File: src/rtl/rs_dec_frame_sequencer.sv
// ---------------------------------------------------------------------------
// rs_dec_frame_sequencer
// Per-codeword controller for the C1 Reed-Solomon decoder front end.
// Frames N_SYMB input symbols into the syndrome calculator, launches the
// Euclid stage only when a syndrome is nonzero, guards both stages with
// timeouts, and reports per-codeword status plus frame / error counters.
//
// Ports
//   i_clk, i_res                 clock, synchronous active-high reset
//   i_frame_start, i_data,
//   i_data_valid                 input symbol stream from the deframer
//   o_synd_frame, o_synd_data,
//   o_synd_dsync                 registered symbol stream to syndrome calc
//   i_synd_ready, i_s0..i_s3     syndrome done pulse and syndromes
//   o_euclid_start               one-cycle Euclid launch pulse
//   i_euclid_ready               Euclid done pulse
//   o_busy                       high whenever not IDLE
//   o_done, o_clean, o_timeout   end-of-codeword pulse and held status
//   o_overrun                    frame start seen while busy (pulse)
//   o_frame_cnt, o_err_cnt       wrapping codeword / error counters
// ---------------------------------------------------------------------------
module rs_dec_frame_sequencer #(
    parameter int N_SYMB     = 32,
    parameter int SYND_TMO   = 8,
    parameter int EUCLID_TMO = 64,
    parameter int CNT_W      = 16
) (
    input  logic             i_clk,
    input  logic             i_res,
    input  logic             i_frame_start,
    input  logic [7:0]       i_data,
    input  logic             i_data_valid,
    output logic             o_synd_frame,
    output logic [7:0]       o_synd_data,
    output logic             o_synd_dsync,
    input  logic             i_synd_ready,
    input  logic [7:0]       i_s0,
    input  logic [7:0]       i_s1,
    input  logic [7:0]       i_s2,
    input  logic [7:0]       i_s3,
    output logic             o_euclid_start,
    input  logic             i_euclid_ready,
    output logic             o_busy,
    output logic             o_done,
    output logic             o_clean,
    output logic             o_timeout,
    output logic             o_overrun,
    output logic [CNT_W-1:0] o_frame_cnt,
    output logic [CNT_W-1:0] o_err_cnt
);

    localparam int SYM_W   = $clog2(N_SYMB + 1);
    localparam int TMO_MAX = (SYND_TMO > EUCLID_TMO) ? SYND_TMO : EUCLID_TMO;
    localparam int TMR_W   = $clog2(TMO_MAX + 1);

    typedef enum logic [2:0] {
        IDLE, LOAD, WAIT_SYND, EUCLID, WAIT_EUC, DONE
    } state_t;

    state_t           state, state_nxt;
    logic [SYM_W-1:0] sym_cnt;
    logic [TMR_W-1:0] tmr;

    logic fs_valid, synd_zero;
    logic accept, first, tmr_clr, fin, fin_clean, fin_to;

    assign fs_valid  = i_frame_start & i_data_valid;
    assign synd_zero = ~|{i_s0, i_s1, i_s2, i_s3};

    assign o_busy         = (state != IDLE);
    assign o_euclid_start = (state == EUCLID);
    assign o_done         = (state == DONE);

    always_comb begin
        state_nxt = state;
        accept    = 1'b0;
        first     = 1'b0;
        tmr_clr   = 1'b0;
        fin       = 1'b0;
        fin_clean = 1'b0;
        fin_to    = 1'b0;
        case (state)
            IDLE: begin
                if (fs_valid) begin
                    accept    = 1'b1;
                    first     = 1'b1;
                    state_nxt = LOAD;
                end
            end
            LOAD: begin
                // a frame start here is an overrun but still counts as data
                if (i_data_valid) begin
                    accept = 1'b1;
                    if (sym_cnt == SYM_W'(N_SYMB - 1)) begin
                        state_nxt = WAIT_SYND;
                        tmr_clr   = 1'b1;
                    end
                end
            end
            WAIT_SYND: begin
                // ready is checked before expiry so a last-cycle ready wins
                if (i_synd_ready) begin
                    if (synd_zero) begin
                        fin       = 1'b1;
                        fin_clean = 1'b1;
                    end else begin
                        state_nxt = EUCLID;
                    end
                end else if (tmr == TMR_W'(SYND_TMO - 1)) begin
                    fin    = 1'b1;
                    fin_to = 1'b1;
                end
            end
            EUCLID: begin
                state_nxt = WAIT_EUC;
                tmr_clr   = 1'b1;
            end
            WAIT_EUC: begin
                if (i_euclid_ready) begin
                    fin = 1'b1;
                end else if (tmr == TMR_W'(EUCLID_TMO - 1)) begin
                    fin    = 1'b1;
                    fin_to = 1'b1;
                end
            end
            DONE:    state_nxt = IDLE;
            default: state_nxt = IDLE;
        endcase
        if (fin) state_nxt = DONE;
    end

    always_ff @(posedge i_clk) begin
        if (i_res) begin
            state        <= IDLE;
            sym_cnt      <= '0;
            tmr          <= '0;
            o_synd_frame <= 1'b0;
            o_synd_data  <= '0;
            o_synd_dsync <= 1'b0;
            o_overrun    <= 1'b0;
            o_clean      <= 1'b0;
            o_timeout    <= 1'b0;
            o_frame_cnt  <= '0;
            o_err_cnt    <= '0;
        end else begin
            state        <= state_nxt;
            o_synd_dsync <= accept;
            o_synd_frame <= first;
            o_overrun    <= (state != IDLE) & fs_valid;
            if (accept) begin
                o_synd_data <= i_data;
                sym_cnt     <= first ? SYM_W'(1) : sym_cnt + 1'b1;
            end
            if (tmr_clr)
                tmr <= '0;
            else if (state == WAIT_SYND || state == WAIT_EUC)
                tmr <= tmr + 1'b1;
            // status and counters update on entry to DONE so they are
            // already valid while o_done is high
            if (fin) begin
                o_clean     <= fin_clean;
                o_timeout   <= fin_to;
                o_frame_cnt <= o_frame_cnt + 1'b1;
                if (!fin_clean) o_err_cnt <= o_err_cnt + 1'b1;
            end
        end
    end

endmodule

File: config.mk
export PLATFORM = sky130hd
export DESIGN_NAME = rs_dec_frame_sequencer
export DESIGN_NICKNAME = d
export VERILOG_FILES = /design/src/rtl/rs_dec_frame_sequencer.sv
export SDC_FILE = /design/constraint.sdc
export NUM_CORES = 1
export LEC_CHECK = 0
export ABC_AREA = 1
export CELL_PAD_IN_SITES_DETAIL_PLACEMENT = 1
export CELL_PAD_IN_SITES_GLOBAL_PLACEMENT = 2
export CORE_MARGIN = 4
export CORE_UTILIZATION = 25
export DETAILED_ROUTE_END_ITERATION = 7
export PLACE_DENSITY = 0.86
export RECOVER_POWER = 50
export SLEW_MARGIN = 10
export SYNTH_ARGS = -nofsm -noshare
export SYNTH_HDL_FRONTEND = slang
export SYNTH_SLANG_ARGS = --single-unit
File: constraint.sdc
create_clock -name i_clk -period 1.7 [get_ports i_clk]
set_input_delay 0.34 -clock i_clk [delete_from_list [all_inputs] [get_ports i_clk]]
set_output_delay 0.34 -clock i_clk [all_outputs]
set_load 0.05 [all_outputs]
; After elaboration in Yosys (flattened, before gate mapping)
; Index checks and enable logic that the tools add are counted.
[word_totals]
regBits = 61
in_bits = 46
wordCells = 74
[classes]
addsub = 4
n_eq_ne = 19
mux = 26
n_bitwise = 4
reduce_logical = 9
[op_table]
columns = cell, n
row1 = $add 16x1->16 const B, 2
row2 = $reduce_or 32->1, 1
row3 = $mux 3, 6
row4 = $ne 3x3->1 const B, 5
row5 = $pmux 3 s5, 1
row6 = $mux 1, 14
row7 = $ne 2x2->1 const B, 6
row8 = $reduce_and 6->1, 2
row9 = $pmux 1 s2, 4
row10 = $add 7x1->7 const B, 1
row11 = $eq 7x3->1 const B, 1
row12 = $eq 7x6->1 const B, 1
row13 = $add 6x1->6 const B, 1
row14 = $eq 3x2->1 const B, 2
row15 = $eq 3x3->1 const B, 2
row16 = $eq 6x5->1 const B, 1
row17 = $mux 6, 1
row18 = $reduce_or 2->1, 2
row19 = $eq 3x1->1 const B, 1
row20 = $logic_not 3->1, 1
row21 = $reduce_bool 3->1, 1
row22 = $and 1x1->1, 2
row23 = $not 1->1, 2
row24 = $reduce_and 2->1, 1
row25 = $logic_or 1x1->1, 1

; Longest topological paths before layout
[logic_depth]
depth_word = 6
mapped_depth = 11

; Least setup slack after synthesis
; Ideal clock, no wire load.
[synth_timing]
path_kind = register to register
startpoint = register state[0]
endpoint = register tmr[4]
t_arrival_ns = 1.811
slack_ns = -0.226
path_stages_with_launch = 9
path_buffers = 0
synth_period_minus_slack_ns = 1.926
path_cell_list = dfxtp_1 -> inv_1 -> nor2_1 -> inv_1 -> nor2_1 -> inv_1 -> o211ai_1 -> nor2_1 -> o21a_1
[synth_between]
elab_chain_len = 3
elab_cells_between_ends = 7
[synth_lines]
columns = item, line
row1 = "start, declared", 60  ; state_t state, state_nxt;
row2 = "start signal, assigned", 146  ; state <= state_nxt;
row3 = $eq 3x2->1, -
row4 = via o_euclid_start, 41  ; output logic o_euclid_start,
row5 = $pmux 1 s2, 82  ; case (state)
row6 = $reduce_or 2->1 (no line), -
row7 = "end signal, assigned", 157  ; tmr <= tmr + 1'b1;
row8 = "end, declared", 62  ; logic [TMR_W-1:0] tmr;
; The timed path passes the listed nets, and every way through them passes these cells.
; A chain may end at the register's enable or synchronous reset.

; Final worst setup path
[layout_timing]
startpoint = register tmr[1]
endpoint = register o_frame_cnt[6]
[layout_between]
elab_chain_len = 4
elab_cells_between_ends = 7
[layout_lines]
columns = item, line
row1 = $eq 7x6->1 or $eq 7x3->1 (tied branches), "121, 109"
row2 = $mux 1 (on tied branches), "121, 109"
row3 = $mux 1 (on tied branches), "119, 102"
row4 = $pmux 1 s2 *, 82
row5 = "end signal, assigned", 163  ; o_frame_cnt <= o_frame_cnt + 1'b1;
row6 = "end, declared", 48  ; output logic [CNT_W-1:0] o_frame_cnt,
; Mark *: on every way between the ends. The rest lies on a longest branch, timed or not.

==> results.sh <==
export IMPL_seq_area_um2=1236
export IMPL_grt_max_degree=25
export IMPL_finalCritPeriodShare_pct=96.45
export IMPL_multiInputGateArea_um2=1794
export IMPL_cts_tree="done"
export IMPL_r2r_setup_slack_ns=0.06
export IMPL_num_rows=41
export IMPL_nets=648
export IMPL_stdcell_count=775
export IMPL_synth_most_common_cell="nor2_1"
export IMPL_crit_arrival_ns=1.87
export IMPL_finish_utilization_pct=38.34
export IMPL_period_needed_ns=1.640
export IMPL_drive_gt1_share_pct=20.73
export IMPL_pwr_density_cell_nw_per_um2=999.3
export IMPL_core_area_um2=12570
export IMPL_p_sw_mw=1.634
export IMPL_clkLatencyLatePin_ns=0.34
export IMPL_postSynth_asyncResetShare_pct=0
export IMPL_cts_sinks=61
export IMPL_ctsHtreeMaxLevel=3
export IMPL_reg2reg_to="o_frame_cnt[6]"
export IMPL_avgSynthCellArea_um2=6.763
export IMPL_hold_viol_final=0
export IMPL_relSlewSlack_pct=58.52
export IMPL_detail_route_first_pass_iterations=4
export IMPL_start_util_pct=25.51
export IMPL_dp_hpwl_um=7938
export IMPL_drc=0
export IMPL_dieArea_um2=14700
export IMPL_clock_skew_ns=0.007611
export IMPL_ir_drop_uv=542.0
export IMPL_clk_pin_slew_ns=0.06
export IMPL_numCtsBuffers=9
export IMPL_report_final_setup_viol=0
export IMPL_synthDistinctLibCells=34
export IMPL_yosys_area_top_type_share_pct=38.10
export IMPL_cts_root_buf="clkbuf_16"
export IMPL_grt_first_pass_wirelength_um=17380
export IMPL_numPortBuffers=93
export IMPL_end_kind="flip-flop"
export IMPL_die_width_um=121.2
export IMPL_p_clk_share_pct=38.5
export IMPL_via_per_inst=4.547
export IMPL_postCtsHoldBufs=0
export IMPL_min_to="sym_cnt[5]"
export IMPL_crit_path_max_fanout=6
export IMPL_seq_area_frac_synth_pct=38.10
export IMPL_required_ns=1.93
export IMPL_routedWlPerCell_um=13.60
export IMPL_synth_edf_count=0
export IMPL_seqPwrFrac_pct=34.1
export IMPL_cp_startpoint="tmr[1]"
export IMPL_fmax_ghz=0.6099
export IMPL_dr_first_iter_drc_count=116
export IMPL_rr_startpoint="tmr[1]"
export IMPL_syn_area_um2=3206
export IMPL_whs_ns=0.4570
export IMPL_comb_power_share_pct=27.5
export IMPL_swShare_pct=33.93
export IMPL_cap_violations=0
export IMPL_synth_warnings=0
export IMPL_status="completed"
export IMPL_reg2reg_depth=10
export IMPL_synth_area_leader_cell="dfxtp_1"
export IMPL_dp_slack_ns=-0.2489
export IMPL_min_from="sym_cnt[5]"
export IMPL_grt_setup_unrepaired="true"
export IMPL_setup_ws_ns=0.06034
export IMPL_placed_cells=755
export IMPL_boundaryPins=94
export IMPL_yosys_top_cells_count="100 x nor2_1, 88 x nand2_1, 61 x dfxtp_1"
export IMPL_cp_start_kind="flip-flop"
export IMPL_synth_area_top_cells="dfxtp_1 38%, nor2_1 12%, nand2_1 10%"
export IMPL_internal_power_mw=3.181
export IMPL_antenna_left=0
export IMPL_final_max_slew_viol_count=0
export IMPL_nFillCells=1582
export IMPL_synth_nets=524
export IMPL_chipHeight_um=121.2
export IMPL_p_leak_nw=1.966
export IMPL_hp_class="flip-flop to flip-flop"
export IMPL_synth_seq_cells=61
export IMPL_syn_to_final_growth_pct=50.31
export IMPL_cts_path_max_buffers=2
export IMPL_crit_type="flip-flop to flip-flop"
export IMPL_vias=3524
export IMPL_insertedDiodeCount=0
export IMPL_gp_congestion=0.8230
export IMPL_synthCells=474
export IMPL_ys_flop_type="dfxtp_1"
export IMPL_overflow=0
export IMPL_grt_pass1_vias=3719
export IMPL_track_usage_pct=14.81
export IMPL_drt_total_wl_um=10540
export IMPL_min_delay_path_depth=2
export IMPL_worst_slew_pin_transition_ns=0.6249
export IMPL_grt_antenna_before_repair=0
[metal layers]
metal | vias up | global-route usage (%) | share of wire (%)
met5 | - | 0 | 0
met4 | 0 | 4.552 | 1.7
met3 | 14 | 4.802 | 4.8
met2 | 64 | 26.12 | 50
met1 | 1662 | 16.99 | 43
li1 | 1784 | - | -
[worst max path at each step]
stage                           endpoint  slack [ns]  cells past startpoint
after floorplan            o_err_cnt[15]       0.007                      7
after global placement    o_frame_cnt[6]       -0.18                     12
after detailed placement  o_frame_cnt[9]       -0.25                     11
after CTS                 o_frame_cnt[0]       0.006                     10
after global routing      o_frame_cnt[6]       -0.03                     10
final                     o_frame_cnt[6]        0.06                     10
[flip-flops by register name, indices dropped and copies added (netlist names)]
register,count
o_clean,1
o_err_cnt,16
o_frame_cnt,16
o_overrun,1
o_synd_data,8
o_synd_dsync,1
o_synd_frame,1
o_timeout,1
state,3
sym_cnt,6
tmr,7
[power groups by stage]
| stage | registers, mW | logic [mW] | clock network [mW] |
|---|---|---|---|
| finish | 1.64 | 1.32 | 1.85 |
| global placement | 1.65 | 1.30 | 0 |
| global route | 1.66 | 1.45 | 1.98 |
| floorplan | 1.90 | 0.566 | 0 |
| CTS | 1.63 | 1.34 | 1.92 |
| detailed placement | 1.66 | 1.34 | 0 |
[metrics by stage]
| stage | cell area [um^2] | setup TNS (ns) | power (mW) |
|---|---|---|---|
| after global routing | 4818 | -0.1872 | 5.090 |
| final | 4818 | 0 | 4.815 |
| after global placement | 4511 | -4.294 | 2.959 |
| after CTS | 4811 | 0 | 4.887 |
| after floorplan | 3219 | 0 | 2.461 |
| after detailed placement | 4511 | -5.918 | 2.992 |
[worst max-delay path: stages (launching register included)]
cell and delay [ns]:
dfxtp_2 0.34, ha_4 0.16, nand2_2 0.06, inv_2 0.05, nand4_1 0.15, nor2_4 0.05, nor2_4 0.23, nand2_4 0.15
buf_12 0.17, a21oi_4 0.12, nor2_2 0.06
[kinds of logic (layout without fill, tap and decap cells)]
| family | after synthesis | in the layout | share of synthesized area (%) |
|---|---|---|---|
| flip-flops | 61 | 61 | 38.10 |
| adder cells (fa/ha/maj) | 4 | 4 | 1.561 |
| AO/OA/AOI/OAI | 60 | 60 | 9.719 |
| XOR/XNOR | 17 | 17 | 4.645 |
| buffers and inverters | 63 | 192 | 8.743 |
| AND/OR/NAND/NOR | 269 | 269 | 37.24 |
[layout by cell type, fill, tap and decap left out, types with 2 or more instances in the layout]
cell type	count
nand3_2	2
dfxtp_2	12
dfxtp_1	49
o21ai_2	3
dlymetal6s2s_1	5
o21ai_1	2
buf_12	7
xor2_1	11
o21a_1	2
buf_4	26
nand4_1	11
buf_6	3
nor2_2	4
nand2_4	2
nand2_2	4
nor3_1	10
inv_1	46
a21oi_2	6
nand3_1	41
nand2_1	85
a21oi_1	31
clkbuf_1	17
clkinvlp_4	4
o21ai_0	12
inv_2	2
nor3_2	3
clkdlybuf4s50_1	44
nor2_4	4
clkbuf_16	10
inv_6	2
xnor2_1	6
nor2_1	96
nor4_1	2
ha_1	3
clkbuf_2	23
[final cells by class]
class,count,share of cell area (%)
clock buffer,9,4.674
clock inverter,7,1.558
inverter,50,4.077
multi-input combinational,350,37.24
sequential,61,25.66
tap,172,4.466
timing repair buffer,126,22.33
[repair_timing]
action / 4_1_cts / 5_1_grt
resized for setup: 0 / 42
pin swaps: 1 / 7
cloned: 0 / 1
endpoints found under the setup margin: 1 / 45
buffers inserted: 0 / 3
No activity file was read; power rests on OpenSTA's default activity.
